$ cat config.mk
export PLATFORM = sky130hd
export DESIGN_NAME = vote_capture
export DESIGN_NICKNAME = d
export VERILOG_FILES = /design/src/rtl/vote_capture.sv
export SDC_FILE = /design/constraint.sdc
export NUM_CORES = 1
export LEC_CHECK = 0
export CORE_ASPECT_RATIO = 1.25
export CORE_MARGIN = 2
export CORE_UTILIZATION = 34
export DETAILED_ROUTE_END_ITERATION = 8
export GPL_ROUTABILITY_DRIVEN = 0
export GPL_TIMING_DRIVEN = 1
export PLACE_DENSITY_LB_ADDON = 0.3
export SLEW_MARGIN = 20
export SYNTH_ARGS = -nofsm -noshare
export SYNTH_HDL_FRONTEND = slang
export SYNTH_SLANG_ARGS = --single-unit
$ cat constraint.sdc
create_clock -name clk -period 2.5 [get_ports clk]
set_input_delay 0.375 -clock clk [delete_from_list [all_inputs] [get_ports clk]]
set_output_delay 0.375 -clock clk [all_outputs]
set_load 0.02 [all_outputs]
$ cat src/rtl/vote_capture.sv
// vote_capture: five-voter button front end. Each button is synchronized and
// debounced per lane; a timed session latches at most one vote per voter and
// presents the frozen ballot on comps once the session closes.

// Per-voter lane: 2-flop synchronizer, debouncer, one-cycle press pulse.
module vote_capture_lane #(
  parameter int unsigned DEBOUNCE_CYCLES = 4
) (
  input  logic clk,
  input  logic rst_n,
  input  logic btn,
  output logic press
);
  localparam int unsigned CW = $clog2(DEBOUNCE_CYCLES);

  logic          s1, s2, db;
  logic [CW-1:0] cnt;

  // Two-stage synchronizer for the raw asynchronous button.
  always_ff @(posedge clk or negedge rst_n) begin
    if (!rst_n) begin
      s1 <= 1'b0;
      s2 <= 1'b0;
    end else begin
      s1 <= btn;
      s2 <= s1;
    end
  end

  // Debounce: flip level after DEBOUNCE_CYCLES differing samples; a rising
  // flip emits a registered one-cycle press pulse, releases emit nothing.
  always_ff @(posedge clk or negedge rst_n) begin
    if (!rst_n) begin
      db    <= 1'b0;
      cnt   <= '0;
      press <= 1'b0;
    end else begin
      press <= 1'b0;
      if (s2 == db) begin
        cnt <= '0;
      end else if (cnt == CW'(DEBOUNCE_CYCLES - 1)) begin
        db    <= s2;
        cnt   <= '0;
        press <= s2;
      end else begin
        cnt <= cnt + 1'b1;
      end
    end
  end
endmodule

module vote_capture #(
  parameter int unsigned DEBOUNCE_CYCLES = 4,
  parameter int unsigned WINDOW_CYCLES   = 1000
) (
  input  logic       clk,
  input  logic       rst_n,
  input  logic [4:0] vote_btn,
  input  logic       open_req,
  input  logic       close_req,
  input  logic       clear,
  output logic [4:0] comps,
  output logic       result_valid,
  output logic       session_open,
  output logic [2:0] votes_cast
);
  localparam int unsigned NUM_LANES = 5;
  localparam int unsigned WW        = $clog2(WINDOW_CYCLES);

  typedef enum logic [1:0] {IDLE, OPEN, CLOSED} state_t;

  state_t               state, nstate;
  logic [NUM_LANES-1:0] votes, nvotes, press;
  logic [WW-1:0]        win, nwin;

  function automatic logic [2:0] popcnt(input logic [NUM_LANES-1:0] v);
    logic [2:0] c;
    c = '0;
    for (int i = 0; i < NUM_LANES; i++) c = c + {2'b00, v[i]};
    return c;
  endfunction

  genvar g;
  generate
    for (g = 0; g < NUM_LANES; g++) begin : g_lane
      vote_capture_lane #(.DEBOUNCE_CYCLES(DEBOUNCE_CYCLES)) u_lane (
        .clk   (clk),
        .rst_n (rst_n),
        .btn   (vote_btn[g]),
        .press (press[g])
      );
    end
  endgenerate

  // Next-state, next ballot and window count; clear overrides everything.
  always_comb begin
    nstate = state;
    nvotes = votes;
    nwin   = win;
    case (state)
      IDLE: begin
        nvotes = '0;
        nwin   = '0;
        if (open_req) nstate = OPEN;
      end
      OPEN: begin
        // a press coincident with the close/timeout edge still counts
        nvotes = votes | press;
        nwin   = win + 1'b1;
        if (close_req || (win == WW'(WINDOW_CYCLES - 1))) nstate = CLOSED;
      end
      CLOSED: ;
      default: nstate = IDLE;
    endcase
    if (clear) begin
      nstate = IDLE;
      nvotes = '0;
      nwin   = '0;
    end
  end

  // State, ballot and all outputs registered from the next-state values so
  // the outputs change on the same edge as the state they describe.
  always_ff @(posedge clk or negedge rst_n) begin
    if (!rst_n) begin
      state        <= IDLE;
      votes        <= '0;
      win          <= '0;
      comps        <= '0;
      result_valid <= 1'b0;
      session_open <= 1'b0;
      votes_cast   <= '0;
    end else begin
      state        <= nstate;
      votes        <= nvotes;
      win          <= nwin;
      comps        <= (nstate == CLOSED) ? nvotes : '0;
      result_valid <= (nstate == CLOSED);
      session_open <= (nstate == OPEN);
      votes_cast   <= popcnt(nvotes);
    end
  end
endmodule
==> results of run 1 <==
per-stage QoR:
step                hold WS (ns)  power, W  instances  TNS [ns]
floorplan                 0.0794   0.00132        179         0
global placement           0.199   0.00140        286         0
detailed placement         0.200   0.00142        286  -0.00395
CTS                        0.350   0.00247        303         0
global route               0.355   0.00258        303         0
finish                     0.349   0.00244        303         0
sequential cells by signal, summed over array words and instances, names as in the netlist:
signal and count:
state 2, g_lane.u_lane.press 5, votes 5, votes_cast 3
g_lane.u_lane.s1 5, g_lane.u_lane.s2 5, comps 5, g_lane.u_lane.db 5
result_valid 1, win 10, session_open 1, g_lane.u_lane.cnt 10
worst max-delay path by stage:
stage	from	end	slack, ns
4_1_cts	state[1]	votes_cast[1]	0.31
5_1_grt	state[1]	votes_cast[1]	0.24
6_report	state[1]	votes_cast[1]	0.33
3_3_place_gp	clear	votes_cast[1]	0.05
3_5_place_dp	clear	votes_cast[1]	-0.004
2_1_floorplan	state[1]	votes_cast[1]	0.18
cell usage after synthesis (all sizes together) (2+ instances only):
library cell  count
a211oi            7
a21oi             8
a31oi             3
and2              3
and3b             2
buf               3
dfrtp            57
fa                2
ha                7
inv               7
nand2            13
nand2b            3
nand3             5
nand4             3
nor2              9
nor2b             4
nor3              4
nor3b             3
o21ai            10
or4               2
xnor2             3
xor2              3
power by group through the flow:
stage	Sequential [W]	Combinational [W]	Clock, W
floorplan	0.00113	0.000197	0
detailed placement	0.00114	0.000285	0
CTS	0.00112	0.000285	0.00106
global route	0.00114	0.000324	0.00112
finish	0.00112	0.000276	0.00104
global placement	0.00113	0.000272	0
critical path: stages, from the launching register on:
cell and delay, ns:
dfrtp_1 0.40, buf_4 0.17, o21bai_2 0.20, nor2_1 0.12, fa_1 0.51, fa_1 0.38
ha_1 0.27
routing by layer:
layer | part of all wire | GRT usage | up-vias
met4 | 0.036 | 0.0818 | 0
met3 | 0.041 | 0.0445 | 12
met1 | 0.46 | 0.142 | 703
met2 | 0.46 | 0.187 | 33
met5 | 0 | 0 | -
li1 | - | - | 696
final cells by class:
class	instances	area [sq um]	area share
clock buffers	9	124	0.0440
well taps	87	109	0.0386
repair buffers	25	233	0.0826
multi-input cells	111	779	0.277
inverters	7	26.3	0.00933
flip-flops and latches	57	1430	0.506
clock inverters	7	119	0.0422
logic make-up after synthesis:
logic type / synth area share
adder cells (fa/ha/maj): 0.0566
multiplexers: 0.00500
buffers and inverters: 0.0228
AO/OA/AOI/OAI: 0.115
AND/OR/NAND/NOR: 0.144
flip-flops: 0.633
XOR/XNOR: 0.0233
==> qor.txt, run 1 <==
Status: finished clean
Pint: 0.00185 W
Gr usage total: 0.121
Die ar.: 0.00730 sq mm
#FFs+latches synth: 57
Initial antenna violation count: 0
PD cells: 867 mW/mm^2
Startpoint Class: flip-flop
Async SR Flop Fraction: 1.00
Ys Warns: 0
Peak VDD IR: 0.316 mV
Worst-Skew Late Latency: 0.33 ns
Clock Skews: 0.00726 ns
Max H-tree Level: 3
CTS tree: done
Syn Area/Cell: 12.6 sq um
Relative slew slack: 0.570
Sequential area share after synthesis: 0.633
First-pass GRT wire length: 6720 um
Width of the die: 76.8 um
Tcrit/Tclk final: 0.868
Post-DP HPWL: 2620 um
Worst Hold End: g_lane[2].u_lane.s2
Combinational Power Share: 0.113
Prevailing post-synth register cell: dfrtp_1
Antenna Cells: 0
Synthesized instance count: 179
Part of the power in the clock network: 0.427
Synth Net Count: 198
Worst hold path class: flip-flop to flip-flop
Fraction of layout cells with a size suffix above 1: 0.144
Clock transition at the registers of the reported paths: 0.07 ns
Post-place instance area: 0.00256 sq mm
Nets: 230
WP data required: 2.72 ns
Initial Utilization: 0.348
Reg power frac: 0.460
RSZ-0062 raised after global routing: no
Initial DRT Pass Iterations: 4
Critical Setup Path Class: flip-flop to flip-flop
Core area: 0.00648 sq mm
CTS Buf Count: 9
Fin worst setup slack: 0.331 ns
Minimum clock period: 2.17 ns
Clock tree buffer depth: 2
Routed WL: 3870 um
FF-to-FF Start: state[1]
CTS Hold Bufs: 1
Boundary Pins: 20
Top cells by area, synth: dfrtp_1 (63%), ha_1 (3.9%), a211oi_2 (2.8%), nand2_1 (2.2%), a21oi_1 (1.8%)
Switching share of power: 0.242
Syn-to-layout area delta: 25.0%
Hold Path Cell Cnt: 0
Final core occ: 0.434
# setup viols final: 0
Max cap viols: 0
DR iter-0 viols: 73
Port Buffer Count: 19
Worst Tran Pin Value: 0.645 ns
DRC: 0
Wirelength per Cell: 12.8 um
Commonest non-fill, non-tap cell in the layout: dfrtp_1
Cell taking the most area after synthesis: dfrtp_1
Clk sinks: 57
EDFF count, synth: 0
FF-to-FF End: votes_cast[1]
Die Ht: 95.0 um
Critical Path End Type: flip-flop
Gr ovfl total: 0
Max Fclk: 0.461 GHz
Final Hold Viols: 0
Arr. time, crit path: 2.39 ns
Worst-path fanout max: 10
Final antenna-violating net count: 0
Post-synthesis cell area: 0.00225 sq mm
Placement Rows: 33
Worst hold start: g_lane[2].u_lane.s1
Largest net degree at the start of global routing: 53
DR vias/cell: 4.77
Reg2Reg Depth: 6
Slew Viols, Final: 0
Finished Cell Area: 0.00282 sq mm
Clock root buffer: clkbuf_8
Post-cts resize count: 0
Leakage power: 1.25 nW
Filler cells: 629
Synth cell types: 45
Setup bufs post-CTS: 0
Place WS: -0.00395 ns
Routed vias: 1444
Number of global-route vias before repair: 1482
Top-area cell type share of the netlist area: 0.633
NetSw: 0.000590 W
Most frequent cells in the layout: dfrtp_1 (57), clkdlybuf4s50_1 (18), nand2_1 (13), nor2_1 (9), clkbuf_8 (9)
R2R setup slack: 0.33 ns
Note: power is estimated with default switching activity, not from simulation.
==> inputs of run 2 (changes only) <==
--- a/config.mk
+++ b/config.mk
@@ -11,7 +11,8 @@
 export DETAILED_ROUTE_END_ITERATION = 8
 export GPL_ROUTABILITY_DRIVEN = 0
 export GPL_TIMING_DRIVEN = 1
-export PLACE_DENSITY_LB_ADDON = 0.3
+export PLACE_DENSITY_LB_ADDON = 0.12
+export SETUP_SLACK_MARGIN = 0.3
 export SLEW_MARGIN = 20
 export SYNTH_ARGS = -nofsm -noshare
 export SYNTH_HDL_FRONTEND = slang
==> run 2 against run 1 <==
Against the previous run:
- clock skew is essentially flat
- sequential share of layout area shrank 0.18 points
- critical path type unchanged
- utilization grew 0.15 points
- maximum frequency grew 4.1%
==> qor.txt, run 2 (synthesized netlist as in run 1, its figures left out) <==
Status: finished clean
Wirelength per Cell: 12.9 um (+1.0%)
First-pass GRT wire length: 6860 um (+2.1%)
Pint: 0.00181 W (-2.4%)
DR iter-0 viols: 112 (+53%)
Worst path cell trace: buf_6 -> o21bai_4 -> nor2_2 -> fa_1 -> fa_2 -> ha_1
Syn-to-layout area delta: 25.4%
Port Buffer Count: 19 (unchanged)
CTS Buf Count: 9 (unchanged)
Combinational Power Share: 0.120 (+0.007)
Die ar.: 0.00730 sq mm (unchanged)
Initial antenna violation count: 0 (unchanged)
Worst Tran Pin Value: 0.716 ns (+0.0705 ns)
Fin worst setup slack: 0.418 ns (+0.0864 ns)
Peak VDD IR: 0.401 mV (+27%)
Gr usage total: 0.122 (+0.00120)
Most frequent cells in the layout: dfrtp_1 (57), clkdlybuf4s50_1 (18), nand2_1 (13), clkbuf_8 (11), a21oi_1 (8)
Max Fclk: 0.480 GHz (+4.1%)
Worst-Skew Late Latency: 0.33 ns (about the same)
CTS tree: done
Width of the die: 76.8 um (unchanged)
Final Hold Viols: 0 (unchanged)
Fraction of layout cells with a size suffix above 1: 0.166 (+0.0224)
PD cells: 842 mW/mm^2 (-2.8%)
Max H-tree Level: 3 (unchanged)
Arr. time, crit path: 2.29 ns (-0.10 ns)
Clock transition at the registers of the reported paths: 0.07 ns (about the same)
Placement Rows: 33 (unchanged)
Startpoint Class: flip-flop
# setup viols final: 0 (unchanged)
Slew Viols, Final: 0 (unchanged)
Core area: 0.00648 sq mm (unchanged)
Place WS: -0.0105 ns (-0.00658 ns)
Die Ht: 95.0 um (unchanged)
Initial DRT Pass Iterations: 4 (unchanged)
Final Non-Filler Cells: 304 (+0.33%)
Nets: 231 (+0.43%)
Routed WL: 3930 um (+1.4%)
FF-to-FF Start: state[1]
CTS Hold Bufs: 0 (-1)
DR vias/cell: 4.79 (+0.43%)
Boundary Pins: 20 (unchanged)
Switching share of power: 0.241 (-0.000428)
Largest net degree at the start of global routing: 35 (-34%)
WP data required: 2.70 ns (-0.02 ns)
Tcrit/Tclk final: 0.833 (-0.0346)
NetSw: 0.000575 W (-2.7%)
Critical Path End Type: flip-flop
Placed Cells: 287 (+0.35%)
Worst hold path class: input port to asynchronous set/reset pin
Part of the power in the clock network: 0.407 (-0.020)
Final antenna-violating net count: 0 (unchanged)
Initial Utilization: 0.348 (unchanged)
Critical Setup Path Class: flip-flop to flip-flop
Gr ovfl total: 0 (unchanged)
Clk sinks: 57 (unchanged)
Slowest CP cell: fa_1
DRC: 0 (unchanged)
Max cap viols: 0 (unchanged)
Regs by FF count: g_lane.u_lane.cnt (10), win (10)
Worst path bufs/invs: 1 (unchanged)
Antenna Cells: 0 (unchanged)
Minimum clock period: 2.08 ns (-0.0864 ns)
Clock tree buffer depth: 2 (unchanged)
Crit path launch: state[1]
Post-DP HPWL: 2730 um (+4.3%)
Reg power frac: 0.473 (+0.013)
Routed vias: 1455 (+0.76%)
RSZ-0062 raised after global routing: no
Worst-path fanout max: 10 (unchanged)
Commonest non-fill, non-tap cell in the layout: dfrtp_1
Clock Skews: 0.00690 ns (-0.000358 ns)
Relative slew slack: 0.523 (-0.0470)
Critical Path Max Stage Delay: 0.50 ns (about the same)
Top delay family on crit path: adder cells
Clock root buffer: clkbuf_8
Leakage power: 1.26 nW (+0.35%)
Number of global-route vias before repair: 1493 (+0.74%)
==> run 2: cell count changes in the layout (fill, tap and decap cells not counted) <==
cell           before  now
nor2_1              9    7
clkinvlp_4          2    1
clkinv_4            1    0
o21bai_2            1    0
fa_1                2    1
nor2_2              0    2
buf_6               0    1
o21bai_4            0    1
dlygate4sd3_1       1    0
buf_4               5    6
clkbuf_8            9   11
bufinv_16           3    2
fa_2                0    1
clkinv_2            1    2
==> run 2: per-layer routing <==
metal / GRT usage / routed length, um
met3: 0.0360 / 162
met5: 0 / 0
met1: 0.150 / 1770
met4: 0.0909 / 121
met2: 0.184 / 1870
==> run 2: through the flow <==
stage	hold slack, ns	power (W)	util	TNS [ns]	cell area [sq um]
global route	0.137	0.00253	0.436	0	2830
floorplan	0.0794	0.00133	-	0	2270
global placement	0.331	0.00140	0.398	0	2580
CTS	0.107	0.00242	0.433	0	2810
finish	0.0941	0.00238	0.436	0	2830
detailed placement	0.335	0.00143	0.398	-0.0105	2580
==> run 2: layout make-up <==
type	count	area, sq um
Clock inverter	5	77.6
Multi-Input combinational cell	111	795
Clock buffer	11	151
Fill cell	615	3660
Timing Repair Buffer	26	241
Tap cell	87	109
Sequential cell	57	1430
Inverter	7	26.3
==> run 2: path summary, 6_finish.rpt <==
| path | end | slack [ns] | cells after the start |
|---|---|---|---|
| worst max-delay path | votes_cast[1] | 0.42 | 6 |
| worst min-delay path | g_lane[2].u_lane.db | 0.09 | 1 |
| worst max register to register | votes_cast[1] | 0.42 | 6 |
| worst min register to register | g_lane[0].u_lane.s2 | 0.35 | 0 |
| max in group asynchronous | votes[3] | 1.72 | 2 |
| min in group clk | g_lane[0].u_lane.s2 | 0.35 | 0 |
==> run 2: repair_timing <==
action,4_1_cts,5_1_grt
hold endpoints to repair,0,0
setup buffers,0,1
setup endpoints to repair,0,1
resized for setup,0,4
==> run 2: power groups by stage <==
| stage | logic [W] | registers (W) | clock network (W) |
|---|---|---|---|
| after global placement | 0.000267 | 0.00113 | 0 |
| after global routing | 0.000333 | 0.00114 | 0.00105 |
| after floorplan | 0.000198 | 0.00113 | 0 |
| after CTS | 0.000291 | 0.00113 | 0.00100 |
| after detailed placement | 0.000288 | 0.00115 | 0 |
| final | 0.000286 | 0.00113 | 0.000968 |
==> edit 1, RTL diff (config.mk and constraints of run 1) <==
Add an input register stage for `vote_btn`, `open_req`, `close_req` and `clear`; this delays them by one clock.
--- a/src/rtl/vote_capture.sv
+++ b/src/rtl/vote_capture.sv
@@ -71,2 +71,14 @@
 
+  logic [4:0] vote_btn_q;
+  logic open_req_q;
+  logic close_req_q;
+  logic clear_q;
+
+  always_ff @(posedge clk) begin
+    vote_btn_q  <= vote_btn;
+    open_req_q  <= open_req;
+    close_req_q <= close_req;
+    clear_q     <= clear;
+  end
+
   state_t               state, nstate;
@@ -88,3 +100,3 @@
         .rst_n (rst_n),
-        .btn   (vote_btn[g]),
+        .btn   (vote_btn_q[g]),
         .press (press[g])
@@ -103,3 +115,3 @@
         nwin   = '0;
-        if (open_req) nstate = OPEN;
+        if (open_req_q) nstate = OPEN;
       end
@@ -109,3 +121,3 @@
         nwin   = win + 1'b1;
-        if (close_req || (win == WW'(WINDOW_CYCLES - 1))) nstate = CLOSED;
+        if (close_req_q || (win == WW'(WINDOW_CYCLES - 1))) nstate = CLOSED;
       end
@@ -114,3 +126,3 @@
     endcase
-    if (clear) begin
+    if (clear_q) begin
       nstate = IDLE;
Check against the original RTL: not equivalent (Yosys sat finds a counterexample within 4 cycles, from zero or initial values and one cycle with rst_n low).
==> edit 1 against run 1 <==
  * First-iteration DRC count up 2.7%
  * Total power fell by 5.7%
  * Final cell count increased by 2.0%
  * Sequential cell count is 8 higher
  * Worst setup slack worse by 150 ps
  * Final area up 1.9%
  * Routed wire length is 2.7% lower
  * Synthesized area grew 6.2%
==> edit 1: results (changes against run 1) <==
GRT
  • Largest net degree at the start of global routing: 35 (was 53)
  • Global-route usage over all layers: 11.63% (was 12.11%)
  • Vias in the first global route: 1540 (was 1482)
  • Grt met3 use: 4.251% (was 4.451%)
  • First-pass GRT wire length: 7031 um (was 6720 um)
  • Met1 GRT Util: 15.12% (was 14.17%)
  • Met2 Use GR: 17.14% (was 18.71%)

Setup path
  • Crit path max fanout: 7 (was 10)
  • CP max stage delay: 450 ps (was 510 ps)
  • R2r worst-path depth: 7 (was 6)
  • Critical Path AT: 2540 ps (was 2390 ps)

Synth
  • Area contributors post-synth: dfrtp_1, dfxtp_1, ha_1 (was dfrtp_1, ha_1, a211oi_2)
  • Primary FF master, synth: dfrtp_1 (unchanged)
  • Seq/Total Area, Yosys: 66.32% (was 63.30%)
  • Yosys cell types: 42 (was 45)
  • Syn Nets: 201 (was 198)
  • Post-synth top cells: dfrtp_1, nand2_1, o21ai_0, nor2_1, dfxtp_1 (was dfrtp_1, nand2_1, nor2_1, a21oi_1, ha_1)
  • Async S/R FF share, synth: 87.69% (was 100.0%)

Placement
  • HPWL after DPL: 2556 um (was 2622 um)
  • Dpl cell area: 0.002694 mm2 (was 0.002564 mm2)
  • Place WS: 108.5 ps (was -3.950 ps)

STA
  • Clock skew: 10.44 ps (was 7.262 ps)
  • Worst-Margin Slew: 407.7 ps (was 645.0 ps)

Layout
  • Nets: 233 (was 230)
  • Filler instances: 660 (was 629)
  • Layout cell share with drive strength beyond 1: 16.44% (was 14.35%)

Drt
  • M1 WL: 1802 um (was 1777 um)
  • Routed wire length: 3767 um (was 3872 um)
  • Via/cell ratio: 4.670 (was 4.766)
  • Metal2 WL: 1719 um (was 1795 um)
  • DR WL met3: 176 um (was 160 um)
  • 1st-iter DRT viols: 75 (was 73)

Power
  • LEAKAGE: 1.292 nW (was 1.254 nW)
  • Worst vdd ir: 0.3366 mV (was 0.3159 mV)
  • Sequential power: 1.26 mW (was 1.12 mW)
  • Switching Fraction: 25.70% (was 24.18%)
  • Comb pwr share: 12.0% (was 11.3%)

Clock tree
  • Clock Tree Buf Depth: 2 (unchanged)
  • Setup bufs post-CTS: 0 (unchanged)
  • Num CTS Buffers: 9 (unchanged)

Min path
  • Worst min path class: in -> async (was reg -> reg)

Outcome
  • Status: finished clean (unchanged)
[edit 1: cell types whose count changed after synthesis, sizes merged, moves of 2 or more]
cell,before,now
a211oi,7,0
a21oi,8,11
nand2b,3,0
or2b,0,2
or4,2,4
dfxtp,0,8
[edit 1: area by class of cell]
type                    count  area (um2)  share of cell area (%)
clock buffers              11       141.4                   4.928
clock inverters             5       31.28                   1.090
flip-flops and latches     65        1587                   55.30
well taps                  90       112.6                   3.925
multi-input cells         108       752.0                   26.21
repair buffers             24       222.7                   7.763
inverters                   6       22.52                  0.7850
[edit 1: cells by family after synthesis]
logic type      after synthesis  share of synthesized area [%]
compound gates               34                          9.205
xor+xnor                      6                          2.197
fa+ha+maj                     9                          5.335
buf+inv                       9                          2.353
flops                        65                          66.32
mux                           1                         0.4707
simple gates                 58                          14.12
[edit 1: timing repair]
item / 4_1_cts / 5_1_grt
endpoints found under the hold margin: 0 / 0
gates resized for setup: 0 / 1
setup endpoints to repair: 0 / 1
[edit 1: per-stage QoR]
stage	hold WS (ps)	std cells	total power, mW	util (%)
finish	19.40	309	2.301	41.63
detailed placement	319.5	293	1.565	39.09
floorplan	79.41	182	1.463	-
global placement	318.0	293	1.546	39.09
global route	44.92	309	2.465	41.63
CTS	23.66	309	2.341	41.59
[edit 1: worst paths after layout]
path	start	end	slack [ps]
setup / recovery	state[1]	votes_cast[1]	180
hold / removal	rst_n	win[2]	20
min in group clk	vote_btn_q[1]	g_lane[1].u_lane.s1	330
hold reg to reg	vote_btn_q[1]	g_lane[1].u_lane.s1	330
max in group asynchronous	rst_n	g_lane[1].u_lane.cnt[0]	2130
setup reg to reg	state[1]	votes_cast[1]	180
==> edit 2, RTL diff (settings of run 1) <==
Without the edit above. Set the parameter `WINDOW_CYCLES` to 4000 (it was 1000).
--- a/src/rtl/vote_capture.sv
+++ b/src/rtl/vote_capture.sv
@@ -53,3 +53,3 @@
   parameter int unsigned DEBOUNCE_CYCLES = 4,
-  parameter int unsigned WINDOW_CYCLES   = 1000
+  parameter int unsigned WINDOW_CYCLES   = 4000
 ) (
Check against the original RTL: same outputs for any inputs over 10 cycles, from zero or initial values and one cycle with rst_n low; that may be too few to reach the edited logic, so the function may still have changed.
==> edit 2 against run 1 <==
  * Routed wire length increased by 4.1%
  * Synthesized area increased by 3.2%
  * Synthesized cell count grew 2.8%
  * Global-route usage is 0.11 points higher
  * Sequential share of layout area rose by 0.88 points
  * Fmax is 6.4% lower
  * Worst setup slack got worse by 150 ps
  * Final area grew 1.7%
  * Sequential cell count increased by 2
  * First-iteration DRC count is 32% lower
  * Total power decreased by 3.1%
  * Via count grew 2.9%
  * Largest cell class unchanged
==> edit 2: results (changes against run 1) <==
Layout
  • Area of the multi-input gates: 788.3 um2 (was 779.5 um2)
  • Non-clock buffer share: 9.083% (was 8.263%)
  • Clk tree area frac: 7.424% (was 8.618%)
  • Inverter count: 5 (was 7)
  • Nets: 236 (was 230)
  • Nonclk buf count: 29 (was 25)
  • Layout cell share with drive strength beyond 1: 15.77% (was 14.35%)
  • Top flop regs: win (12), g_lane.u_lane.cnt (10) (was g_lane.u_lane.cnt (10), win (10))
  • Final Core Density: 43.37% (was 43.45%)
  • Multi-input gates: 113 (was 111)

Power
  • Sw power: 0.5938 mW (was 0.5903 mW)
  • LEAKAGE: 1.319 nW (was 1.254 nW)
  • Worst vdd ir: 0.3567 mV (was 0.3159 mV)

Drt
  • M1 WL: 1796 um (was 1777 um)
  • Via/cell ratio: 4.809 (was 4.766)
  • 1st-iter DRT viols: 50 (was 73)
  • DR WL met3: 168 um (was 160 um)
  • Metal2 WL: 1991 um (was 1795 um)

GRT
  • Met1 GRT Util: 14.79% (was 14.17%)
  • Met2 Use GR: 19.76% (was 18.71%)
  • Vias in the first global route: 1491 (was 1482)
  • Global-route usage over all layers: 12.22% (was 12.11%)
  • Grt met3 use: 4.275% (was 4.451%)

Synth
  • Post-synth top cells: dfrtp_1, nor2_1, nor3_1, o21ai_0, nand2_1 (was dfrtp_1, nand2_1, nor2_1, a21oi_1, ha_1)
  • Compound-Gate Fraction of Synth Area: 9.526% (was 11.49%)
  • Yosys cell types: 37 (was 45)
  • Syn Nets: 203 (was 198)
  • Synth Area in XOR/XNOR: 1.884% (was 2.332%)

Outcome
  • Status: finished clean (unchanged)

Placement
  • Place WS: -180.4 ps (was -3.950 ps)
  • HPWL after DPL: 2661 um (was 2622 um)
  • Dpl cell area: 0.002653 mm2 (was 0.002564 mm2)

Min path
  • Worst min path class: in -> async (was reg -> reg)

Setup path
  • R2r worst-path depth: 7 (was 6)
  • R2R Setup Slk: 200 ps (was 330 ps)
  • Crit path max fanout: 5 (was 10)
  • Critical Path AT: 2530 ps (was 2390 ps)

STA
  • Final worst path period share: 92.71% (was 86.75%)
  • Final hold slack: 177.3 ps (was 348.5 ps)
  • Clock skew: 6.060 ps (was 7.262 ps)
  • Slew headroom: 51.61% (was 57.00%)

Clock tree
  • CTS Sinks: 59 (was 57)
[edit 2: cell count changes after synthesis, moves of 3 or more]
cell / before / now
a211oi_2: 5 / 0
a31oi_1: 3 / 6
and2_1: 3 / 0
mux2_2: 1 / 6
nand2_1: 13 / 8
nor2_1: 9 / 13
nor3_1: 4 / 11
o21ai_0: 5 / 9
o21ai_1: 5 / 1
o31ai_1: 1 / 4
xor2_1: 3 / 0
[edit 2: worst max-delay path, cell delays in order]
cell,delay [ps]
clkdlybuf4s50_1,520
nor2_1,90
nor2_1,250
nor2_1,130
fa_1,510
fa_1,380
ha_1,280
[edit 2: power by group through the flow]
stage | Clock (mW) | Combinational, mW | Sequential [mW]
CTS | 0.930 | 0.323 | 1.16
floorplan | 0 | 0.223 | 1.16
detailed placement | 0 | 0.318 | 1.18
global route | 0.965 | 0.357 | 1.17
finish | 0.893 | 0.314 | 1.16
global placement | 0 | 0.309 | 1.17
